## src/rtl/alu_pipe_pkg.sv

```systemverilog
// Shared opcode, FSM state and flag-index definitions for the pipelined ALU.
package alu_pipe_pkg;

  localparam int unsigned FUNC_W = 3;
  localparam int unsigned FLAG_W = 4;

  localparam logic [FUNC_W-1:0] OP_ADD = 3'b000;
  localparam logic [FUNC_W-1:0] OP_SUB = 3'b001;
  localparam logic [FUNC_W-1:0] OP_AND = 3'b010;
  localparam logic [FUNC_W-1:0] OP_ORR = 3'b011;
  localparam logic [FUNC_W-1:0] OP_EOR = 3'b100;
  localparam logic [FUNC_W-1:0] OP_LSL = 3'b101;
  localparam logic [FUNC_W-1:0] OP_LSR = 3'b110;
  localparam logic [FUNC_W-1:0] OP_MUL = 3'b111;

  // Bit positions inside the {N,Z,C,V} flags vector.
  localparam int unsigned FLAG_N = 3;
  localparam int unsigned FLAG_Z = 2;
  localparam int unsigned FLAG_C = 1;
  localparam int unsigned FLAG_V = 0;

  typedef enum logic [1:0] {
    ST_IDLE = 2'b00,
    ST_BUSY = 2'b01,
    ST_DONE = 2'b10
  } state_t;

endpackage

```

## src/rtl/alu_pipe_mul_iter.sv

```systemverilog
// Iterative shift-add multiplier: one partial product per cycle, WIDTH cycles per product.
// Only built when ALU_MUL_EN is defined.
`ifdef ALU_MUL_EN
module alu_pipe_mul_iter #(
  parameter int unsigned WIDTH = 32
) (
  input  logic             clk,
  input  logic             rst,
  input  logic             i_start,
  input  logic [WIDTH-1:0] i_a,
  input  logic [WIDTH-1:0] i_b,
  output logic             o_done_c,
  output logic [WIDTH-1:0] o_product_c
);

  localparam int unsigned SHW = $clog2(WIDTH);

  logic             r_busy;
  logic [SHW-1:0]   r_cnt;
  logic [WIDTH-1:0] r_mcand;
  logic [WIDTH-1:0] r_mplier;
  logic [WIDTH-1:0] r_acc;
  logic [WIDTH-1:0] w_partial;

  assign w_partial   = r_mplier[0] ? r_mcand : '0;
  // Final partial product is folded in combinationally so the result is ready on the last busy cycle.
  assign o_product_c = r_acc + w_partial;
  assign o_done_c    = r_busy & (r_cnt == SHW'(WIDTH - 1));

  always_ff @(posedge clk or posedge rst) begin
    if (rst) begin
      r_busy   <= 1'b0;
      r_cnt    <= '0;
      r_mcand  <= '0;
      r_mplier <= '0;
      r_acc    <= '0;
    end else if (i_start) begin
      r_busy   <= 1'b1;
      r_cnt    <= '0;
      r_mcand  <= i_a;
      r_mplier <= i_b;
      r_acc    <= '0;
    end else if (r_busy) begin
      r_acc    <= o_product_c;
      r_mcand  <= r_mcand << 1;
      r_mplier <= r_mplier >> 1;
      r_cnt    <= r_cnt + SHW'(1);
      if (o_done_c) begin
        r_busy <= 1'b0;
      end
    end
  end

endmodule
`endif

```

## src/rtl/alu_pipe.sv

```systemverilog
// Registered ALU with valid/ready handshakes and NZCV flags.
// Define ALU_MUL_EN to build the iterative multiplier for func 111; otherwise MUL reports out_err.
import alu_pipe_pkg::*;

module alu_pipe #(
  parameter int unsigned WIDTH = 32
) (
  input  logic              clk,
  input  logic              rst,
  input  logic              in_valid,
  output logic              in_ready,
  input  logic [WIDTH-1:0]  a,
  input  logic [WIDTH-1:0]  b,
  input  logic [FUNC_W-1:0] func,
  output logic              out_valid,
  input  logic              out_ready,
  output logic [WIDTH-1:0]  out,
  output logic [FLAG_W-1:0] flags,
  output logic              out_err
);

  state_t r_state;
  state_t w_state_nxt;

  logic [WIDTH-1:0]  r_out;
  logic [FLAG_W-1:0] r_flags;
  logic              r_err;

  logic              w_accept;
  logic              w_xfer;
  logic              w_is_mul;
  logic              w_mul_start;
  logic              w_mul_done;
  logic [WIDTH-1:0]  w_mul_res;
  logic              w_load_op;
  logic              w_load_mul;

  logic [WIDTH:0]    w_add;
  logic [WIDTH:0]    w_sub;
  logic [WIDTH:0]    w_lsl;
  logic [WIDTH:0]    w_lsr;
  logic [7:0]        w_shamt;
  logic [WIDTH-1:0]  w_res;
  logic              w_c;
  logic              w_v;
  logic              w_err;
  logic [FLAG_W-1:0] w_flags;
  logic [FLAG_W-1:0] w_mul_flags;

  assign in_ready  = (r_state == ST_IDLE) | ((r_state == ST_DONE) & out_ready);
  assign out_valid = (r_state == ST_DONE);
  assign out       = r_out;
  assign flags     = r_flags;
  assign out_err   = r_err;

  assign w_accept  = in_valid & in_ready;
  assign w_xfer    = out_valid & out_ready;

  // Extended arithmetic: the extra top bit carries C (ADD/LSL) or borrow (SUB); LSR keeps C in bit 0.
  assign w_shamt = b[7:0];
  assign w_add   = {1'b0, a} + {1'b0, b};
  assign w_sub   = {1'b0, a} - {1'b0, b};
  assign w_lsl   = {1'b0, a} << w_shamt;
  assign w_lsr   = {a, 1'b0} >> w_shamt;

  always_comb begin
    w_res = '0;
    w_c   = 1'b0;
    w_v   = 1'b0;
    w_err = 1'b0;
    case (func)
      OP_ADD: begin
        w_res = w_add[WIDTH-1:0];
        w_c   = w_add[WIDTH];
        w_v   = (a[WIDTH-1] == b[WIDTH-1]) & (w_add[WIDTH-1] != a[WIDTH-1]);
      end
      OP_SUB: begin
        w_res = w_sub[WIDTH-1:0];
        w_c   = ~w_sub[WIDTH];
        w_v   = (a[WIDTH-1] != b[WIDTH-1]) & (w_sub[WIDTH-1] != a[WIDTH-1]);
      end
      OP_AND: w_res = a & b;
      OP_ORR: w_res = a | b;
      OP_EOR: w_res = a ^ b;
      OP_LSL: begin
        w_res = w_lsl[WIDTH-1:0];
        w_c   = w_lsl[WIDTH];
      end
      OP_LSR: begin
        w_res = w_lsr[WIDTH:1];
        w_c   = w_lsr[0];
      end
      OP_MUL: begin
`ifdef ALU_MUL_EN
        w_res = '0;
`else
        w_err = 1'b1;
`endif
      end
      default: w_res = '0;
    endcase
  end

  always_comb begin
    w_flags         = '0;
    w_flags[FLAG_N] = w_res[WIDTH-1];
    w_flags[FLAG_Z] = (w_res == '0);
    w_flags[FLAG_C] = w_c;
    w_flags[FLAG_V] = w_v;
  end

  always_comb begin
    w_mul_flags         = '0;
    w_mul_flags[FLAG_N] = w_mul_res[WIDTH-1];
    w_mul_flags[FLAG_Z] = (w_mul_res == '0);
  end

`ifdef ALU_MUL_EN
  assign w_is_mul = (func == OP_MUL);

  alu_pipe_mul_iter #(
    .WIDTH (WIDTH)
  ) u_mul_iter (
    .clk         (clk),
    .rst         (rst),
    .i_start     (w_mul_start),
    .i_a         (a),
    .i_b         (b),
    .o_done_c    (w_mul_done),
    .o_product_c (w_mul_res)
  );
`else
  assign w_is_mul   = 1'b0;
  assign w_mul_done = 1'b0;
  assign w_mul_res  = '0;
`endif

  // Next-state and load-enable decode.
  always_comb begin
    w_state_nxt = r_state;
    w_load_op   = 1'b0;
    w_load_mul  = 1'b0;
    w_mul_start = 1'b0;
    case (r_state)
      ST_IDLE: begin
        if (w_accept) begin
          if (w_is_mul) begin
            w_state_nxt = ST_BUSY;
            w_mul_start = 1'b1;
          end else begin
            w_state_nxt = ST_DONE;
            w_load_op   = 1'b1;
          end
        end
      end
      ST_BUSY: begin
        if (w_mul_done) begin
          w_state_nxt = ST_DONE;
          w_load_mul  = 1'b1;
        end
      end
      ST_DONE: begin
        if (w_xfer) begin
          if (w_accept && w_is_mul) begin
            w_state_nxt = ST_BUSY;
            w_mul_start = 1'b1;
          end else if (w_accept) begin
            w_state_nxt = ST_DONE;
            w_load_op   = 1'b1;
          end else begin
            w_state_nxt = ST_IDLE;
          end
        end
      end
      default: w_state_nxt = ST_IDLE;
    endcase
  end

  always_ff @(posedge clk or posedge rst) begin
    if (rst) begin
      r_state <= ST_IDLE;
    end else begin
      r_state <= w_state_nxt;
    end
  end

  // Result register only loads on completion, so it holds while the consumer stalls.
  always_ff @(posedge clk or posedge rst) begin
    if (rst) begin
      r_out   <= '0;
      r_flags <= '0;
      r_err   <= 1'b0;
    end else if (w_load_op) begin
      r_out   <= w_res;
      r_flags <= w_flags;
      r_err   <= w_err;
    end else if (w_load_mul) begin
      r_out   <= w_mul_res;
      r_flags <= w_mul_flags;
      r_err   <= 1'b0;
    end
  end

endmodule

```

## config.mk

```make
export PLATFORM = sky130hd
export DESIGN_NAME = alu_pipe
export DESIGN_NICKNAME = d
export VERILOG_FILES = /design/src/rtl/alu_pipe_pkg.sv /design/src/rtl/alu_pipe_mul_iter.sv /design/src/rtl/alu_pipe.sv
export SDC_FILE = /design/constraint.sdc
export NUM_CORES = 1
export LEC_CHECK = 0
export BUFFER_PORTS_ARGS = -buffer_cell sky130_fd_sc_hd__buf_2
export CAP_MARGIN = 30
export CORE_MARGIN = 10
export CORE_UTILIZATION = 68
export CTS_CLUSTER_SIZE = 14
export DETAILED_ROUTE_END_ITERATION = 8
export PLACE_DENSITY = 0.9
export SKIP_CTS_REPAIR_TIMING = 1
export SLEW_MARGIN = 5
export SYNTH_ARGS = -nofsm -noshare
export SYNTH_HDL_FRONTEND = slang
export SYNTH_HIERARCHICAL = 1
export SYNTH_SLANG_ARGS = --single-unit
export TNS_END_PERCENT = 20
```

## constraint.sdc

```tcl
create_clock -name clk -period 3.25 [get_ports clk]
set_clock_uncertainty 0.1 [all_clocks]
set_input_delay 0.1625 -clock clk [delete_from_list [all_inputs] [get_ports clk]]
set_output_delay 0.1625 -clock clk [all_outputs]
set_load 0.01 [all_outputs]
```

==> impl_results.md, run 1 <==
- Error message: [ERROR GRT-0116] Global routing finished with congestion. Check the congestion regions in the DRC Viewer.
- Clock root cell: clkbuf_16
- Inst Count DP: 2223
- Vias in the first global route: 21350
- Sequential share of the synthesized area: 8.138%
- Failing step: global routing
- Number of CTS-inserted buffers: 5
- Post-Syn Nets: 1757
- Netlist Area Pre-Place: between 0.01 and 0.015 mm²
- YS warnings: 6
- Port buffer count: 109
- Global Route Usage Sum: 78.44%
- GPL Wtd Cong: 1.321
- Post-synth EDFFs: 0
- CTS max path bufs: 2
- CTS sink cnt: 37
- Die Span Y: 149.4 µm
- H-tree levels: 2
- Main flop type after synthesis: dfrtp_1
- Starting Density: between 60% and 70%
- Yosys cell types: ~100
- Hpwl dp: 50650 µm
- Status: aborted with a tool error
- Dpl ws: -859.5 ps
- Largest net degree at the start of global routing: 51
- FFs w/ async S/R, synth: 100.0%
- Die X: 149.4 µm
- First-pass GRT wire length: approximately 140000 µm
- # rows: 47
- Seq cells post-synth: 37
- I/O pins: 110
- Grt ovf: 214
- Syn Inst Count: 1579
- Avg Synthesized Cell Area: approximately 7 µm²
## per-layer routing
metal	GRT overflow	GRT usage [%]
met5	1	39.46
met1	15	75.69
met3	6	73.06
met4	81	79.59
met2	111	89.02
## synth_stat cells (21+ instances only)
library cell | number | share of area, %
clkbuf_1 | 71 | 2.3
a21oi_1 | 117 | 5.1
inv_1 | 97 | 3.2
ha_1 | 105 | 12
nand2_1 | 170 | 5.6
mux4_2 | 25 | 4.9
a22oi_1 | 40 | 2.6
mux2i_1 | 55 | 4.8
nor2_1 | 134 | 4.4
dfrtp_1 | 37 | 8.1
o22ai_1 | 41 | 2.3
buf_2 | 23 | 1.0
nand3_1 | 23 | 1.0
mux2_2 | 24 | 2.4
o21ai_0 | 81 | 3.6
a211oi_1 | 21 | 1.4
nor3_1 | 40 | 1.8
## cell families after synthesis
kind of cell	Yosys count	synth area share (%)
and+or+nand+nor	520	22.07
adders and majority gates	107	11.90
DFF	37	8.138
muxes	107	12.50
buffers and inverters	226	8.699
xor gates and xnor gates	16	1.232
AOI/OAI and AO/OA	566	35.46
## per-stage QoR
step	hold WS [ps]	area, µm²
after floorplan	170.9	11570
after global placement	176.0	15070
after detailed placement	193.7	15070
after CTS	-105.4	15210
==> inputs of run 2 (changes only) <==
- CORE_UTILIZATION: 68 -> 40
- CTS_CLUSTER_SIZE: 14 -> default
- PLACE_DENSITY: 0.9 -> default
- PLACE_DENSITY_LB_ADDON: default -> 0.15
==> run 2 against run 1 <==
  * The flow now finishes, with violations (negative setup slack)
  * Synthesized cell count unchanged
  * Synthesized area unchanged
==> impl_results.md, run 2 <==
- Post-synth EDFFs: 0
- Max-cap violations: 0
- Share of cells above drive strength 1: 40.80%
- Final count of hold timing violations: 0
- Dpl ws: -654.5 ps
- Hpwl dp: 54230 µm
- # DRC: 0
- H-tree levels: 2
- Sequential share of the synthesized area: about 8.1%
- Nets: 2329
- Worst-skew pair later-pin latency: 280 ps
- Routed wire length: 66340 µm
- CTS sink cnt: 37
- FFs w/ async S/R, synth: between 90% and 100%
- Comb power frac: around 74%
- Top cell type's share of synthesized area: a little under an eighth
- Port buffer count: between 100 and 150
- Final Cycle Share: 106.0%
- GPL Wtd Cong: around 1.1
- Crit path time final: 3445 ps
- CTS max path bufs: 2
- Seq cells post-synth: 37
- Unrepaired setup endpoints after global routing: true
- Status: finished with violations
- Die Span Y: around 190 µm
- Main flop type after synthesis: dfrtp_1
- Antenna Violating Nets Remaining: 0
- Slew Limit Fails: 0
- Post-DP Area: 0.01622 mm²
- Syn Inst Count: between 1500 and 2000
- CP max-delay cell: a221oi_1
- Clock root cell: clkbuf_16
- Sequential share of power: 14.1%
- Setup Crit Path Kind: input port to flip-flop
- I/O pins: between 100 and 150
- Area growth syn-to-layout: 51.28%
- Starting Density: 40.73%
- Internal: 2.198 mW
- Post-DR vias/cell: 6.370
- Max incr delay on CP: 490 ps
- Vias: 16130
- Most frequent cells in the layout: buf_4, nand2_1, nor2_1
- Avg Synthesized Cell Area: 7.205 µm²
- Crit-path max FO: 36
- WL per Instance: between 20 and 30 µm
- Yosys top cell by area: ha_1
- Failing checks: negative setup slack
- Setup crit end kind: flip-flop
- Worst Max-Slew Pin Slew: 796.2 ps
- WP data arrival: 3570 ps
- Commonest non-fill, non-tap cell in the layout: buf_4
- Switching share of power: 46.28%
- Antenna violations before repair: 1
- Post-Syn Nets: 1757
- Hold Path Class: input port to flip-flop
- Setup WS post-layout: -195.3 ps
- Sw Pwr: 1.894 mW
- Largest cells by area after synthesis: ha_1, dfrtp_1, nand2_1, a21oi_1, mux4_2
- DR pass1 iterations: 7
- Lkg Pwr: 8.067 nW
- Inst Count DP: roughly 2500
- Largest net degree at the start of global routing: 51
- Startpoint Class: input port
- Yosys cell types: 98
- Most numerous cell in the Yosys netlist: nand2_1
- Grt ovf: 0
- YS warnings: 6
- Crit-path cells: buf_2, buf_6, or2_2, nor2_1, a221oi_1, buf_4, o31ai_1, o311a_1, nand4b_1, a211o_1, a211oi_2, nand4b_1, nor4_4, a22o_1
- Fin cells: 2532
- CTS tree: yes
- Worst vdd ir: 0.1909 mV
- First-pass GRT wire length: 96570 µm
- Netlist Area Pre-Place: 0.01138 mm²
- Die area: 0.03559 mm²
- Clk pwr share: a little under an eighth
- Clk slew on worst S/H paths: 60 ps
- Global Route Usage Sum: 34.91%
- Fmax: 290.2 MHz
- Final setup viols: 1
- Post-synth top cells: nand2_1, nor2_1, a21oi_1
- Number of CTS-inserted buffers: 5
- Layout Cell Area excl Fill: 0.01721 mm²
- CP dominant cell by count: nand4b_1
- Vias in the first global route: 15390
- Worst EP required: 3370 ps
- # rows: 61
- 1st-iter DRT viols: 2190
- Relative slew slack: approximately 46%
- Max reg flops: 32
- Die X: between 150 and 200 µm
- Pwr Density: ~240 mW/mm²
- Core area: between 0.02 and 0.03 mm²
[run 2: metal layers]
layer,wire [µm],GRT usage [%],part of all wire [%]
met3,7202,7.681,11
met4,4058,18.25,6.1
met2,28420,52.87,43
met1,26670,45.43,40
met5,0,0,0
[run 2: power by group through the flow]
stage	clock (mW)	combinational, mW	sequential (mW)
floorplan	0	1.32	0.624
global placement	0	2.76	0.582
detailed placement	0	2.77	0.585
CTS	0.486	2.79	0.578
global route	0.509	3.21	0.588
finish	0.475	3.04	0.577
[run 2: worst max-delay path: cells and delay by family]
kind / cells / cell delay [ps]
simple gates: 5 / 980
compound gates: 6 / 1640
buf+inv: 3 / 780
[run 2: cell families (layout without fill, tap and decap cells)]
logic type	Yosys count	count (layout)	share of synthesized area (%)
AOI/OAI and AO/OA	566	566	35.46
and+or+nand+nor	520	520	22.07
buffers and inverters	226	799	8.699
adders and majority gates	107	107	11.90
muxes	107	107	12.50
DFF	37	37	8.138
xor gates and xnor gates	16	16	1.232
other	0	2	0
[run 2: path summary, 6_finish.rpt]
path | start | endpoint | slack (ps) | cells past startpoint
setup / recovery | b[3] | flags[2]$_DFFE_PP0P_ | -200 | 14
hold / removal | in_valid | r_state[1]$_DFFE_PP0P_ | 10 | 2
setup reg to reg | r_state[1]$_DFFE_PP0P_ | flags[2]$_DFFE_PP0P_ | 920 | 10
hold reg to reg | out[27]$_DFFE_PP0P_ | out[27]$_DFFE_PP0P_ | 360 | 2
max in group asynchronous | rst | out[24]$_DFFE_PP0P_ | 2250 | 4
min in group asynchronous | rst | out[3]$_DFFE_PP0P_ | 450 | 4
[run 2: area by class of cell]
cell class,instances,area (µm²)
multi-input combinational,1316,10050
timing repair buffer,692,5230
sequential,37,925.9
inverter,99,386.6
fill,2631,10720
antenna,2,5.005
clock inverter,2,10.01
clock buffer,6,128.9
tap,378,473.0
[run 2: stage by stage]
stage,total power [mW],setup TNS (ps),hold WS [ps],util [%]
2_1_floorplan,1.948,-331.1,170.9,-
3_3_place_gp,3.341,-2946,177.9,58.05
3_5_place_dp,3.358,-3168,204.8,58.05
4_1_cts,3.851,-842.2,-95.86,58.55
5_1_grt,4.310,-316.9,33.46,61.60
6_report,4.092,-195.3,13.98,61.61
Note: power is estimated with default switching activity, not from simulation.
